==> config.mk <==
export PLATFORM = sky130hd
export DESIGN_NAME = codificador_entrada
export DESIGN_NICKNAME = d
export VERILOG_FILES = /design/src/rtl/codificador_entrada_pkg.sv /design/src/rtl/codificador_entrada_antirrebote.sv /design/src/rtl/codificador_entrada.sv
export SDC_FILE = /design/constraint.sdc
export NUM_CORES = 1
export LEC_CHECK = 0
export ABC_AREA = 1
export CAP_MARGIN = 20
export CORE_MARGIN = 2
export CORE_UTILIZATION = 31
export DETAILED_ROUTE_END_ITERATION = 10
export DONT_BUFFER_PORTS = 1
export PLACE_DENSITY = 0.43
export SYNTH_ARGS = -nofsm -noshare
export SYNTH_HDL_FRONTEND = slang
export SYNTH_SLANG_ARGS = --single-unit
==> constraint.sdc <==
create_clock -name clk -period 2.25 [get_ports clk]
set_clock_uncertainty 0.2 [all_clocks]
set_input_delay 0.225 -clock clk [delete_from_list [all_inputs] [get_ports clk]]
set_output_delay 0.225 -clock clk [all_outputs]
set_load 0.03 [all_outputs]
==> src/rtl/codificador_entrada_pkg.sv <==
// Shared definitions for the input encoder: bit positions of the one-hot
// Entrada word, the start code, pad-FSM state encodings and a clog2 helper.
package codificador_entrada_pkg;

    localparam int BIT_INICIO   = 0;
    localparam int BIT_ESTATICA = 1;
    localparam int BIT_BANDA1   = 2;
    localparam int BIT_BANDA2   = 3;
    localparam int BIT_BANDA3   = 4;
    localparam int BIT_BANDA4   = 5;
    localparam int BIT_BANDA5   = 6;

    localparam logic [6:0] CODIGO_INICIO = 7'b0000001;

    typedef enum logic [1:0] {
        ST_IDLE  = 2'd0,
        ST_BANDA = 2'd1,
        ST_GAP   = 2'd2
    } estado_t;

    // Bits needed to represent values 0..valor-1 (ceil(log2(valor))).
    function automatic int clog2(input int valor);
        int r;
        r = 0;
        for (int i = 0; i < 31; i++) begin
            if ((1 << i) < valor) begin
                r = i + 1;
            end
        end
        return r;
    endfunction

endpackage

==> src/rtl/codificador_entrada_antirrebote.sv <==
// Two-flop synchronizer followed by a debouncer for one raw asynchronous input.
// Ports:
//   clk   system clock
//   reset asynchronous active-low reset
//   din   raw asynchronous input
//   dout  debounced level
//   sube  one-cycle pulse, high during the first cycle dout is 1 after a rise
module antirrebote
    import codificador_entrada_pkg::*;
#(
    parameter int DEB_CYCLES = 16
) (
    input  logic clk,
    input  logic reset,
    input  logic din,
    output logic dout,
    output logic sube
);

    localparam int CW = clog2(DEB_CYCLES + 1);
    localparam logic [CW-1:0] CNT_MAX = CW'(DEB_CYCLES - 1);

    logic          sinc1_q, sinc1_d;
    logic          sinc2_q, sinc2_d;
    logic [CW-1:0] cnt_q, cnt_d;
    logic          nivel_q, nivel_d;
    logic          sube_q, sube_d;

    always_comb begin
        sinc1_d = din;
        sinc2_d = sinc1_q;
        cnt_d   = '0;
        nivel_d = nivel_q;
        sube_d  = 1'b0;
        // The counter only runs while the synchronized value disagrees with
        // the debounced level; the DEB_CYCLES-th disagreeing sample flips it.
        if (sinc2_q != nivel_q) begin
            if (cnt_q == CNT_MAX) begin
                nivel_d = sinc2_q;
                sube_d  = sinc2_q;
            end else begin
                cnt_d = cnt_q + CW'(1);
            end
        end
    end

    always_ff @(posedge clk or negedge reset) begin
        if (!reset) begin
            sinc1_q <= 1'b0;
            sinc2_q <= 1'b0;
            cnt_q   <= '0;
            nivel_q <= 1'b0;
            sube_q  <= 1'b0;
        end else begin
            sinc1_q <= sinc1_d;
            sinc2_q <= sinc2_d;
            cnt_q   <= cnt_d;
            nivel_q <= nivel_d;
            sube_q  <= sube_d;
        end
    end

    assign dout = nivel_q;
    assign sube = sube_q;

endmodule

==> src/rtl/codificador_entrada.sv <==
// Producer of the 7-bit one-hot Entrada command word: conditions the start
// button, static-band switch and five drum pads, then encodes them.
// Ports:
//   clk          system clock
//   reset        asynchronous active-low reset
//   start_btn    raw start button
//   estatica_btn raw static-band switch
//   pad[4:0]     raw drum pads, pad[0] = band 1 ... pad[4] = band 5
//   Entrada      registered one-hot command word (bit0 start, bit1 static, bits 2..6 pads)
//   banda_idx    registered latched pad, 0 = none, 1..5 = band
//   golpe        registered one-cycle pulse on the cycle a pad is latched
//
// state | meaning
// IDLE  | no pad latched; start pulse may be emitted, lowest high pad latched
// BANDA | pad k shown on Entrada for at least HOLD_CYCLES, until it releases
// GAP   | one cycle with all pad bits low before returning to IDLE
module codificador_entrada
    import codificador_entrada_pkg::*;
#(
    parameter int DEB_CYCLES  = 16,
    parameter int HOLD_CYCLES = 8
) (
    input  logic       clk,
    input  logic       reset,
    input  logic       start_btn,
    input  logic       estatica_btn,
    input  logic [4:0] pad,
    output logic [6:0] Entrada,
    output logic [2:0] banda_idx,
    output logic       golpe
);

    localparam int HW = clog2(HOLD_CYCLES + 1);
    localparam logic [HW-1:0] HOLD_MAX = HW'(HOLD_CYCLES - 1);

    logic [6:0] crudo;
    logic [6:0] nivel;
    logic [6:0] sube_w;
    logic       senal_unused;

    assign crudo = {pad, estatica_btn, start_btn};

    for (genvar i = 0; i < 7; i++) begin : g_antirrebote
        antirrebote #(
            .DEB_CYCLES(DEB_CYCLES)
        ) u_antirrebote (
            .clk  (clk),
            .reset(reset),
            .din  (crudo[i]),
            .dout (nivel[i]),
            .sube (sube_w[i])
        );
    end

    // Only the start edge and the other inputs' levels are consumed.
    assign senal_unused = ^{nivel[BIT_INICIO], sube_w[6:1]};

    estado_t       state_q, state_d;
    logic [2:0]    pad_k_q, pad_k_d;
    logic [HW-1:0] hold_q, hold_d;
    logic          start_pend_q, start_pend_d;
    logic [6:0]    entrada_q, entrada_d;
    logic [2:0]    banda_idx_q, banda_idx_d;
    logic          golpe_q, golpe_d;

    logic [4:0] pads_niv;
    logic [2:0] pad_sel;
    logic       pad_hit;
    logic       start_req;
    logic       emite_inicio;
    logic       estado_legal;

    assign pads_niv = nivel[BIT_BANDA5:BIT_BANDA1];

    always_comb begin
        state_d      = state_q;
        pad_k_d      = pad_k_q;
        hold_d       = hold_q;
        entrada_d    = '0;
        banda_idx_d  = 3'd0;
        golpe_d      = 1'b0;

        // Walk downwards so the lowest-index high pad wins.
        pad_sel = 3'd0;
        for (int i = 4; i >= 0; i--) begin
            if (pads_niv[i]) begin
                pad_sel = 3'(i);
            end
        end
        pad_hit = |pads_niv;

        estado_legal = (state_q == ST_IDLE) || (state_q == ST_BANDA) ||
                       (state_q == ST_GAP);

        // A start edge seen while a pulse is already pending merges into it.
        start_req    = start_pend_q | sube_w[BIT_INICIO];
        emite_inicio = start_req && (state_q == ST_IDLE) && !nivel[BIT_ESTATICA];
        start_pend_d = start_req && !emite_inicio;

        case (state_q)
            ST_IDLE: begin
                if (emite_inicio) begin
                    entrada_d = CODIGO_INICIO;
                end else if (pad_hit) begin
                    state_d = ST_BANDA;
                    pad_k_d = pad_sel;
                    hold_d  = '0;
                    golpe_d = 1'b1;
                end
            end
            ST_BANDA: begin
                if (hold_q == HOLD_MAX) begin
                    if (!pads_niv[pad_k_q]) begin
                        state_d = ST_GAP;
                    end
                end else begin
                    hold_d = hold_q + HW'(1);
                end
            end
            ST_GAP: begin
                state_d = ST_IDLE;
            end
            default: begin
                state_d = ST_IDLE;
            end
        endcase

        if (state_d == ST_BANDA) begin
            entrada_d[BIT_BANDA5:BIT_BANDA1] = 5'b00001 << pad_k_d;
            banda_idx_d = pad_k_d + 3'd1;
        end
        if (!emite_inicio && estado_legal) begin
            entrada_d[BIT_ESTATICA] = nivel[BIT_ESTATICA];
        end
    end

    always_ff @(posedge clk or negedge reset) begin
        if (!reset) begin
            state_q      <= ST_IDLE;
            pad_k_q      <= 3'd0;
            hold_q       <= '0;
            start_pend_q <= 1'b0;
            entrada_q    <= '0;
            banda_idx_q  <= 3'd0;
            golpe_q      <= 1'b0;
        end else begin
            state_q      <= state_d;
            pad_k_q      <= pad_k_d;
            hold_q       <= hold_d;
            start_pend_q <= start_pend_d;
            entrada_q    <= entrada_d;
            banda_idx_q  <= banda_idx_d;
            golpe_q      <= golpe_d;
        end
    end

    assign Entrada   = entrada_q;
    assign banda_idx = banda_idx_q;
    assign golpe     = golpe_q;

endmodule

==> flow_summary.json <==
{
  "yosys.area.top_type": "dfrtp_1",
  "fmax_ghz": 0.485,
  "ios": 20,
  "place_hpwl_um": 3640,
  "place_inst": 440,
  "drive_gt1_share_pct": 9.04,
  "fin_setup_tns_ns": 0,
  "ys_top_cells_by_area": "dfrtp_1 62%, nand2_1 6.0%, ha_1 5.2%, nor2_1 4.4%, inv_1 4.2%",
  "fin_crit_sh_pct": 91.7,
  "synthToLayoutAreaGrowth_pct": 16.8,
  "critPathMaxFanout": 8,
  "io_buffers": 0,
  "synth_top_area_share_pct": 62.3,
  "rows": 36,
  "place.gp.congestion": 0.755,
  "cts_max_path_buffers": 2,
  "synth.distinct_cells": 24,
  "die_x_um": 105,
  "crit_chain": "nor2_4 > inv_2 > a21oi_4 > nand2_4 > inv_1 > o21ai_0 > buf_4 > ha_1 > ha_1 > a21oi_1",
  "fin_area_mm2": 0.00366,
  "initial_core_util_pct": 32.1,
  "critical_path_class": "flip-flop to flip-flop",
  "nNetsFinal": 349,
  "tritoncts": "built",
  "grt_usage_pct": 11.3,
  "vdd_ir_drop_max_mv": 0.586,
  "die_h_um": 105,
  "grt_max_degree": 79,
  "whs_path_depth": 0,
  "syn_inst": 304,
  "core_area_mm2": 0.00977,
  "antenna_found_initial": 0,
  "reg2reg_from": "state_q[1]",
  "slew_violations": 0,
  "num_vias": 1945,
  "reg2regPathDepth": 10,
  "ant_nets": 0,
  "fin_cells": 465,
  "min-delay-start": "g_antirrebote[1].u_antirrebote.sinc1_q",
  "p_int_mw": 2.21,
  "first_pass_iters": 4,
  "min_to": "g_antirrebote[1].u_antirrebote.sinc2_q",
  "slowest_stage": "dfrtp_1",
  "p_per_area_mw_per_mm2": 814,
  "p_seq_share_pct": 52.5,
  "crit_top_cell": "ha_1",
  "placed_cell_area_mm2": 0.00332,
  "numCtsBuffers": 9,
  "setup_viol": 0,
  "drt-initial-drc-count": 69,
  "totalWireLength_um": 5320,
  "period_needed_ns": 2.06,
  "reg2reg_to": "banda_idx[2]",
  "cpLargestDelayFamily": "adder cells",
  "grt_pass1_vias": 1995,
  "synth_seq_cells": 78,
  "seq_area_frac_synth_pct": 62.3,
  "r2r_setup_slack_ns": 0.19,
  "antenna_cells": 0,
  "p_clk_share_pct": 39.1,
  "hold_viol": 0,
  "crit_buf_inv": 3,
  "wire_per_inst_um": 11.4,
  "p_sw_uw": 764,
  "holdWs_ns": 0.154,
  "syn_area_per_cell_um2": 10.3,
  "drc": 0,
  "cp-end-kind": "flip-flop",
  "routed_via_density": 4.18,
  "startpoint_type": "flip-flop",
  "min_path_type": "flip-flop to flip-flop",
  "h-tree-depth": 3,
  "p_total_mw": 2.98,
  "tightest_slew_ns": 0.483,
  "syn_area_mm2": 0.00314,
  "drv_cap": 0,
  "ys_warn_count": 0,
  "cts.sinks": 78,
  "die_area_mm2": 0.0109,
  "status": "complete, no violations",
  "crit_arrival_ns": 2.15,
  "rsz0062_at_grt": "no",
  "slew_headroom_pct": 67.7,
  "overflow": 0,
  "critical_path_required_ns": 2.33,
  "cts-root-buf": "clkbuf_8",
  "power_frac_comb_pct": 8.4,
  "synth_fp_nets": 326,
  "cts_setup_buffers": 0,
  "clkTransAtPathRegs_ns": 0.08,
  "grt_pass1_wl_um": 9600,
  "worstSkewPairLatency_ns": 0.35,
  "power_switching_share_pct": 25.6,
  "crit_path_max_incr_delay_ns": 0.44,
  "leakagePower_nw": 1.82
}
-- flip-flops by register name, indices dropped and copies added, names as in the netlist, 2 cells and up --
register,count
g_antirrebote.u_antirrebote.cnt_q,35
g_antirrebote.u_antirrebote.sinc2_q,7
pad_k_q,3
hold_q,4
g_antirrebote.u_antirrebote.sinc1_q,7
g_antirrebote.u_antirrebote.dout,7
banda_idx,3
state_q,2
Entrada,7
-- worst max path at each step --
stage | from | end | slack (ns) | cells after the start
after floorplan | g_antirrebote[5].u_antirrebote.dout | banda_idx[2] | 0.33 | 8
after global placement | state_q[1] | banda_idx[2] | 0.17 | 10
after detailed placement | state_q[1] | banda_idx[2] | 0.12 | 10
after CTS | state_q[1] | banda_idx[2] | 0.09 | 10
after global routing | g_antirrebote[5].u_antirrebote.dout | banda_idx[2] | 0.01 | 9
final | state_q[1] | banda_idx[2] | 0.19 | 10
-- kinds of logic after synthesis --
family | count (synthesis) | synth area share (%)
adders and majority gates | 13 | 5.19
buffers and inverters | 37 | 4.67
xor gates and xnor gates | 16 | 4.47
DFF | 78 | 62.3
AOI/OAI and AO/OA | 36 | 6.38
and+or+nand+nor | 124 | 17.0
-- final cells by class --
| type | instances | area, µm² |
|---|---|---|
| repair buffers | 13 | 138 |
| inverters | 36 | 135 |
| fillers | 988 | 6110 |
| clock inverters | 6 | 92.6 |
| multi-input cells | 189 | 1050 |
| well taps | 133 | 166 |
| flip-flops and latches | 78 | 1950 |
| clock buffers | 10 | 128 |
-- worst reg2reg max path: cells and delay by family, from the launching register on --
kind / cells / cell delay [ns]
AND/OR/NAND/NOR: 2 / 0.27
AO/OA/AOI/OAI: 3 / 0.34
buffers and inverters: 3 / 0.31
flip-flops: 1 / 0.44
adder cells (fa/ha/maj): 2 / 0.46
-- metal layers --
layer | part of all wire [%] | wire [µm] | vias up | track usage [%]
met5 | 0 | 0 | - | 0
met4 | 1.8 | 98 | 0 | 5.14
met3 | 3.5 | 188 | 8 | 4.62
met2 | 43 | 2300 | 22 | 16.5
met1 | 51 | 2740 | 895 | 14.7
li1 | - | - | 1020 | -
-- power by group through the flow --
stage	Combinational [mW]	Clock [mW]	Sequential, mW
floorplan	0.169	0	1.57
global placement	0.205	0	1.59
detailed placement	0.206	0	1.59
CTS	0.253	1.22	1.56
global route	0.296	1.28	1.58
finish	0.250	1.17	1.56
-- metrics by stage --
| step | utilization [%] | worst slack [ns] |
|---|---|---|
| 2_1_floorplan | - | 0.329 |
| 3_3_place_gp | 34.0 | 0.174 |
| 3_5_place_dp | 34.0 | 0.122 |
| 4_1_cts | 37.3 | 0.0905 |
| 5_1_grt | 37.5 | 0.0113 |
| 6_report | 37.5 | 0.186 |
-- cell usage after synthesis --
library cell,count
a21oi_1,23
a21oi_2,1
a21oi_4,1
a31oi_1,1
and3_1,6
buf_6,1
dfrtp_1,78
ha_1,13
inv_1,35
inv_2,1
nand2_1,50
nand2_2,2
nand2_4,1
nand3_1,15
nand3b_1,1
nand4_1,1
nor2_1,37
nor2_2,1
nor3_1,9
o21ai_0,9
o21ai_2,1
or2_2,1
xnor2_1,7
xor2_1,9
-- repair_timing --
| action | in CTS | in global routing |
|---|---|---|
| gates resized for setup | 0 | 3 |
| hold endpoints to repair | 85 | 0 |
| setup endpoints to repair | 0 | 4 |
| hold buffers | 9 | 0 |
-- cells in the final DEF, fill, tap and decap left out --
master,instances
inv_8,1
nand3b_1,1
a31oi_1,1
dlygate4sd3_1,8
buf_4,4
o21ai_2,1
and3_1,6
xor2_1,9
nand2_1,50
clkinvlp_4,1
ha_1,13
nand3_1,15
a21oi_4,1
xnor2_1,7
or2_2,1
nand2_4,2
o21ai_0,9
inv_1,35
clkbuf_8,9
a21oi_1,23
nor2_1,36
clkbuf_1,1
nor2_4,1
nor3_1,9
nand4_1,1
dfrtp_1,78
nand2_2,1
bufinv_16,2
inv_6,1
clkinv_2,1
a21oi_2,1
buf_16,1
inv_2,1
nor2_2,1
Note: power is estimated with default switching activity, not from simulation.
